`config.mk`:
```
export PLATFORM = sky130hd
export DESIGN_NAME = decomp_dispatch
export DESIGN_NICKNAME = d
export VERILOG_FILES = /design/src/rtl/decomp_pkg.sv /design/src/rtl/decomp_order_fifo.sv /design/src/rtl/decomp_dispatch.sv
export SDC_FILE = /design/constraint.sdc
export NUM_CORES = 1
export LEC_CHECK = 0
export BUFFER_PORTS_ARGS = -buffer_cell sky130_fd_sc_hd__buf_2
export CAP_MARGIN = 20
export CORE_ASPECT_RATIO = 0.6
export CORE_MARGIN = 2
export CORE_UTILIZATION = 25
export CTS_CLUSTER_DIAMETER = 60
export DETAILED_ROUTE_END_ITERATION = 10
export MAX_ROUTING_LAYER = met4
export PLACE_DENSITY_LB_ADDON = 0.15
export SLEW_MARGIN = 10
export SYNTH_ARGS = -nofsm -noshare
export SYNTH_HDL_FRONTEND = slang
export SYNTH_SLANG_ARGS = --single-unit
```
`constraint.sdc`:
```
create_clock -name clk -period 5.1 [get_ports clk]
set_clock_uncertainty 0.1 [all_clocks]
set_input_delay 0.51 -clock clk [delete_from_list [all_inputs] [get_ports clk]]
set_output_delay 0.51 -clock clk [all_outputs]
set_load 0.1 [all_outputs]
```
`src/rtl/decomp_pkg.sv`:
```
// Shared types and helpers for the decompression packet dispatcher.
// Mode encoding, engine count and header decode used by the top and the order FIFO.
package decomp_pkg;

    localparam int ENG_N  = 3;
    localparam int MODE_W = 2;

    typedef enum logic [MODE_W-1:0] {
        BPC = 2'd0,
        ZRL = 2'd1,
        SR  = 2'd2
    } mode_e;

    typedef enum logic {
        IDLE = 1'b0,
        PKT  = 1'b1
    } in_state_e;

    function automatic mode_e decode_mode(input logic [MODE_W-1:0] hdr);
        case (hdr)
            2'b00:   return BPC;
            2'b01:   return ZRL;
            default: return SR;
        endcase
    endfunction

endpackage

```
`src/rtl/decomp_order_fifo.sv`:
```
// Synchronous FIFO that remembers which engine owns each in-flight packet.
// Simultaneous push and pop are allowed; a pop frees the slot a same-cycle push needs.
module decomp_order_fifo
    import decomp_pkg::*;
#(
    parameter int DEPTH  = 4,
    parameter int DATA_W = MODE_W
) (
    input  logic              clk,
    input  logic              rst,
    input  logic              push,
    input  logic [DATA_W-1:0] din,
    input  logic              pop,
    output logic [DATA_W-1:0] dout,
    output logic              full,
    output logic              empty
);

    localparam int AW = (DEPTH > 1) ? $clog2(DEPTH) : 1;

    logic [DATA_W-1:0] mem [DEPTH];
    logic [AW:0]       wr_ptr;
    logic [AW:0]       rd_ptr;
    logic              do_push;
    logic              do_pop;

    assign empty   = (wr_ptr == rd_ptr);
    assign full    = (wr_ptr[AW] != rd_ptr[AW]) && (wr_ptr[AW-1:0] == rd_ptr[AW-1:0]);
    assign do_pop  = pop & ~empty;
    assign do_push = push & (~full | do_pop);
    assign dout    = mem[rd_ptr[AW-1:0]];

    always_ff @(posedge clk) begin
        if (rst) begin
            wr_ptr <= '0;
            rd_ptr <= '0;
        end else begin
            if (do_push) wr_ptr <= wr_ptr + (AW+1)'(1);
            if (do_pop)  rd_ptr <= rd_ptr + (AW+1)'(1);
        end
    end

    always_ff @(posedge clk) begin
        if (do_push) mem[wr_ptr[AW-1:0]] <= din;
    end

endmodule

```
`src/rtl/decomp_dispatch.sv`:
```
// Steers packets to the BPC/ZRL/SR engines by header mode and merges replies in arrival order.
// Define DECOMP_PERF_CNT_EN to add per-mode accepted-packet counters (cnt_bpc/cnt_zrl/cnt_sr).
module decomp_dispatch
    import decomp_pkg::*;
#(
    parameter int DATA_W    = 64,
    parameter int ORD_DEPTH = 4
) (
    input  logic                    clk,
    input  logic                    rst,
    input  logic [DATA_W-1:0]       s_data,
    input  logic                    s_valid,
    input  logic                    s_sop,
    input  logic                    s_eop,
    output logic                    s_ready,
    output logic [ENG_N*DATA_W-1:0] eng_data_o,
    output logic [ENG_N-1:0]        eng_valid_o,
    output logic [ENG_N-1:0]        eng_sop_o,
    output logic [ENG_N-1:0]        eng_eop_o,
    input  logic [ENG_N-1:0]        eng_ready_i,
    input  logic [ENG_N*DATA_W-1:0] eng_data_i,
    input  logic [ENG_N-1:0]        eng_valid_i,
    input  logic [ENG_N-1:0]        eng_sop_i,
    input  logic [ENG_N-1:0]        eng_eop_i,
    output logic [ENG_N-1:0]        eng_ready_o,
    output logic [DATA_W-1:0]       m_data,
    output logic                    m_valid,
    output logic                    m_sop,
    output logic                    m_eop,
    input  logic                    m_ready,
    output logic                    proto_err
`ifdef DECOMP_PERF_CNT_EN
    ,
    output logic [31:0]             cnt_bpc,
    output logic [31:0]             cnt_zrl,
    output logic [31:0]             cnt_sr
`endif
);

    in_state_e         state, state_nxt;
    mode_e             sel, sel_lat;
    logic              in_rdy, fwd, drop, push, pkt_sop_err;
    logic [MODE_W-1:0] head;
    logic              ord_full, ord_empty;
    logic              out_rdy, eng_fire, pop;
    logic [DATA_W-1:0] in_data;
    logic              in_sop, in_eop;
    logic              skid_vld_p1;
    logic [DATA_W-1:0] skid_data_p1;
    logic              skid_sop_p1, skid_eop_p1;

    // Input side: header decode on the first beat, then the packet sticks to its engine
    always_comb begin
        state_nxt   = state;
        sel         = sel_lat;
        in_rdy      = 1'b0;
        fwd         = 1'b0;
        drop        = 1'b0;
        push        = 1'b0;
        pkt_sop_err = 1'b0;
        if (!rst) begin
            case (state)
                IDLE: begin
                    sel = decode_mode(s_data[DATA_W-1 -: MODE_W]);
                    if (s_sop) begin
                        in_rdy = eng_ready_i[sel] & ~ord_full;
                        fwd    = s_valid & in_rdy;
                        push   = fwd;
                        if (fwd && !s_eop) state_nxt = PKT;
                    end else begin
                        in_rdy = 1'b1;
                        drop   = s_valid;
                    end
                end
                PKT: begin
                    in_rdy      = eng_ready_i[sel];
                    fwd         = s_valid & in_rdy;
                    pkt_sop_err = fwd & s_sop;
                    if (fwd && s_eop) state_nxt = IDLE;
                end
                default: state_nxt = IDLE;
            endcase
        end
    end

    assign s_ready     = in_rdy;
    assign eng_valid_o = fwd ? (ENG_N'(1) << sel) : '0;
    assign eng_data_o  = {ENG_N{s_data}};
    assign eng_sop_o   = {ENG_N{s_sop}};
    assign eng_eop_o   = {ENG_N{s_eop}};

    always_ff @(posedge clk) begin
        if (rst) begin
            state     <= IDLE;
            sel_lat   <= BPC;
            proto_err <= 1'b0;
        end else begin
            state <= state_nxt;
            if (push) sel_lat <= sel;
            if (drop || pkt_sop_err) proto_err <= 1'b1;
        end
    end

    decomp_order_fifo #(
        .DEPTH  (ORD_DEPTH),
        .DATA_W (MODE_W)
    ) u_order_fifo (
        .clk   (clk),
        .rst   (rst),
        .push  (push),
        .din   (sel),
        .pop   (pop),
        .dout  (head),
        .full  (ord_full),
        .empty (ord_empty)
    );

    // Return side: only the oldest packet's engine may hand beats back
    assign out_rdy     = ~rst & ~ord_empty & ~skid_vld_p1;
    assign eng_ready_o = out_rdy ? (ENG_N'(1) << head) : '0;
    assign in_data     = eng_data_i[int'(head)*DATA_W +: DATA_W];
    assign in_sop      = eng_sop_i[head];
    assign in_eop      = eng_eop_i[head];
    assign eng_fire    = out_rdy & eng_valid_i[head];
    assign pop         = eng_fire & in_eop;

    // Output register plus one skid entry that absorbs the beat in flight when m_ready drops
    always_ff @(posedge clk) begin
        if (rst) begin
            m_valid     <= 1'b0;
            m_sop       <= 1'b0;
            m_eop       <= 1'b0;
            m_data      <= '0;
            skid_vld_p1 <= 1'b0;
        end else if (!m_valid || m_ready) begin
            if (skid_vld_p1) begin
                m_valid     <= 1'b1;
                m_data      <= skid_data_p1;
                m_sop       <= skid_sop_p1;
                m_eop       <= skid_eop_p1;
                skid_vld_p1 <= 1'b0;
            end else begin
                m_valid <= eng_fire;
                m_sop   <= eng_fire & in_sop;
                m_eop   <= eng_fire & in_eop;
                if (eng_fire) m_data <= in_data;
            end
        end else if (eng_fire) begin
            skid_vld_p1 <= 1'b1;
        end
    end

    always_ff @(posedge clk) begin
        if (m_valid && !m_ready && eng_fire && !skid_vld_p1) begin
            skid_data_p1 <= in_data;
            skid_sop_p1  <= in_sop;
            skid_eop_p1  <= in_eop;
        end
    end

`ifdef DECOMP_PERF_CNT_EN
    always_ff @(posedge clk) begin
        if (rst) begin
            cnt_bpc <= '0;
            cnt_zrl <= '0;
            cnt_sr  <= '0;
        end else if (push) begin
            case (sel)
                BPC:     cnt_bpc <= cnt_bpc + 32'd1;
                ZRL:     cnt_zrl <= cnt_zrl + 32'd1;
                default: cnt_sr  <= cnt_sr + 32'd1;
            endcase
        end
    end
`endif

endmodule

```
; ---- After elaboration in Yosys (flattened, before gate mapping)
; Memories as Yosys holds them, arrays and structs flattened. A register that Yosys moved wholly into a read port is not among the register bits.
; Cells that the tools add are included.
[op_classes]
n_addsub = 2
n_lt_le_gt_ge = 3
n_eq_ne = 4
shift = 3
mux = 43
bitwise_logic = 17
n_reduce_logical = 16
[ops]
columns = cell, n
row1 = $shiftx A192 B9 Y64, 1
row2 = $mux W64, 2
row3 = $mux W1, 24
row4 = $mux W2, 6
row5 = $and A1 B1 Y1, 11
row6 = $bmux W1 S2, 5
row7 = $lt A2 B3 Y1 const B, 3
row8 = $add A3 B1 Y3 const B, 2
row9 = $logic_and A1 B1 Y1, 6
row10 = $mux W3, 2
row11 = $pmux W1 S2, 3
row12 = $shl A1 B2 Y3 const A, 2
row13 = $not A1 Y1, 5
row14 = $logic_not A1 Y1, 4
row15 = $pmux W2 S2, 1
row16 = $eq A3 B3 Y1, 1
row17 = $eq A2 B1 Y1 const B, 1
row18 = $eq A2 B2 Y1, 1
row19 = $logic_not A2 Y1, 1
row20 = $logic_or A1 B1 Y1, 2
row21 = $reduce_and A2 Y1, 1
row22 = $reduce_bool A2 Y1, 1
row23 = $reduce_or A2 Y1, 1
row24 = $ne A1 B1 Y1, 1
row25 = $or A1 B1 Y1, 1
[word_totals]
reg_bits = 144
mem_bits_rw = 8
wordCells = 102
n_memories = 1
[memory_table]
columns = memory, depth, width, rd, rd_clocked_by_memory_dff, wr, line_no
row1 = u_order_fifo.mem, 4, 2, 1, 1, 1, decomp_order_fifo.sv:21  ; logic [DATA_W-1:0] mem [DEPTH];

; ---- Longest topological paths before layout
[depth]
depth_word = 14
ltp_mapped = 8

; ---- By module
; From an unflattened synthesis, not the netlist that was laid out.
[unflattened]
hier_cells = 978
area_unflattened_um2 = 9763.1
[by_module_without_submodules]
columns = mod, instances, cells_per_inst, area_per_inst_um2
row1 = decomp_dispatch, 1, 913, 8928.6
row2 = decomp_order_fifo, 1, 65, 834.6

; ---- Least setup slack after synthesis
; OpenSTA, ideal clock, no wires.
[synth_path]
kind = register to output
start = reg with a tool-made name
end = out eng_ready_o[2]
arrival_time_ns = 4.590
t_required_ns = 4.490
slack_ns = -0.100
path_stages_with_launch = 6
path_cell_list = dfxtp_1 > mux4_2 > buf_6 > clkbuf_1 > buf_1 > nor4b_1
[synth_rtl]
columns = element, line_no
row1 = to (decl), decomp_dispatch.sv:25  ; output logic [ENG_N-1:0] eng_ready_o,

==> impl_metrics.toml <==
[grt]
grt_pass1_wl_microns = 40060
grt_antenna_before_repair = 5
track_usage_pct = 13.80
grt_pass1_vias = 6295
grt_start_max_net_pins = 84
grt_overflow_total = 0

[synthesis]
ys_types = 41
syn_avg_cell_area_sq_um = 9.820
ys_ff_latch = 154
syn_area_sq_um = 9487
syn_nets = 1245
netlist_instances = 966
synth-seq-area-share_pct = 40.31
synth-main-ff-cell = "dfxtp_1"
synth_edf_count = 74
ys.warnings.count = 0
async_reset_ff_share_pct = 0

[sta]
grt_setup_unrepaired = "false"
slew_violations = 0
fmax_mhz = 264.7
maxSlewHeadroom_pct = 41.75
tns_ns = 0
finalHoldViolCount = 0
fin_crit_sh_pct = 74.09
setup_viol = 0
fin_ws_ns = 1.322
holdWs_ns = 0.2853
period_needed_ns = 3.778
max_slew.worst_pin.slew_ns = 0.8737

[critical_path]
reg2reg_depth = 6
regToRegSetupSlack_ns = 1.45
critPathRequiredTime_ns = 4.49
path_max_fanout = 41
critPathKind = "flip-flop to primary output"
cp.arrival_ns = 3.17
cp-start-kind = "flip-flop"
r2r-end = "skid_sop_p1"
worstSetupEndpointType = "primary output"

[finish]
drive_gt1_share_pct = 33.62
final_util_pct = 28.01
layout_commonest_cell = "buf_2"
finalNetCount = 1310
final_cell_mix = "297 x buf_2, 137 x mux2i_1, 79 x dfxtp_1, 74 x edfxtp_1, 72 x inv_1"
final_cells = 1559
areaGrowthSynthToFinish_pct = 10.95
final_cell_area_sq_um = 10530

[clocking]
cts_hold_buf = 0
htree_levels = 4
post-cts-setup-buffers = 0
cts_tree = "yes"
ctsResizeCount = 0
clock_tree.buffer_depth = 2
cts_made_buffers = 17
cts-root-buf = "clkbuf_16"
worstSkewPairLatency_ns = 0.44
clock_sinks = 154
clk_pin_slew_ns = 0.07

[run_status]
status = "completed"

[placement]
dpl.hpwl_microns = 19360
port_buffers = 298
gp_congestion = 0.7831
dp_cells = 1525
place_area_sq_um = 9945
preCtsSetupSlack_ns = 1.405

[floorplan]
start_util_pct = 25.25
dieWidth_microns = 255.5
die_h_microns = 154.9
dieArea_sq_um = 39570
fp.coreArea_sq_um = 37570
rows = 55
io_pins = 547

[worst_hold_path]
hold_class = "input port to flip-flop"
hold_end = "skid_data_p1[38]"
hold_path_depth = 2
hp-start = "eng_data_i[102]"

[routing]
drc = 0
ant_nets = 0
wl_per_cell_microns = 17.43
firstDrtPassIters = 4
via_count = 6597
drt_iter0_markers = 332
wl_microns = 27170
via_per_inst = 4.232

[power_and_ir_drop]
power_density_nw_per_um2 = 275.5
max-vdd-ir-drop_mv = 0.1976
p_leak_nw = 4.910
total_power_mw = 2.900

[run]
drv_cap = 0
==> worst max path at each step <==
stage / from / endpoint / depth (start not counted)
2_1_floorplan: flip-flop / skid_data_p1[0] / 6
6_report: flip-flop / eng_ready_o[0] / 4
4_1_cts: flip-flop / eng_ready_o[0] / 4
5_1_grt: flip-flop / eng_ready_o[0] / 4
3_3_place_gp: flip-flop / skid_data_p1[50] / 6
3_5_place_dp: flip-flop / skid_data_p1[50] / 6
==> synthesized netlist by cell type, drive strengths merged, types with 5 or more instances <==
cell type | instances | area share (%)
buf | 221 | 17
mux2i | 137 | 14
dfxtp | 80 | 17
edfxtp | 74 | 23
inv | 72 | 2.8
o21ai | 72 | 3.8
a21oi | 67 | 3.5
nand2b | 67 | 4.4
o2bb2ai | 66 | 6.1
clkbuf | 40 | 1.6
nor2 | 12 | 0.47
nand2 | 7 | 0.28
nand3b | 6 | 0.61
and3 | 5 | 0.33
ha | 5 | 0.66
==> sequential cells by signal, summed over array words and instances (netlist names), 2 cells and up, named ones only <==
| name | flops |
|---|---|
| m_data | 64 |
| skid_data_p1 | 64 |
| u_order_fifo.mem | 8 |
| u_order_fifo.rd_ptr | 3 |
| u_order_fifo.wr_ptr | 3 |
| sel_lat | 2 |
==> critical path, stage by stage, from the launching register on <==
cell	delay, ns
dfxtp_1	0.37
mux4_4	0.99
buf_4	0.39
nor4_1	0.45
buf_2	0.51
==> report_power, final <==
group          leakage (nW)  switching (mW)  internal [mW]
clock network         0.268           0.574          0.695
logic                  3.32           0.201          0.127
registers              1.32         0.00379           1.30
==> final cells by class <==
cell class                      count  area (sq um)
Antenna cell                        2         5.005
Clock buffer                       18         439.2
Timing Repair Buffer              307          1574
Sequential cell                   154          3827
Clock inverter                     14         136.4
Tap cell                          513         641.9
Multi-Input combinational cell    479          3631
Inverter                           72         270.3
Fill cell                        4063         27050
==> cells by family (layout without fill, tap and decap cells) <==
group                      after synthesis  in the layout  share of synthesized area, %
buffers and inverters                  333            411                         21.84
DFF                                    154            154                         40.31
and+or+nand+nor                        115            115                         7.386
AOI/OAI and AO/OA                      215            215                         14.39
muxes                                  140            140                         15.05
xor gates and xnor gates                 4              4                        0.3693
adders and majority gates                5              5                        0.6595
other                                    0              2                             0
==> per-layer routing <==
| layer | vias up | share of wire, % | GRT usage [%] |
|---|---|---|---|
| met1 | 2971 | 49 | 18.98 |
| met2 | 316 | 41 | 17.88 |
| met5 | - | 0 | - |
| met3 | 17 | 9.0 | 6.924 |
| met4 | 0 | 0.78 | 2.506 |
| li1 | 3293 | - | - |
(Power assumes the default switching activity.)
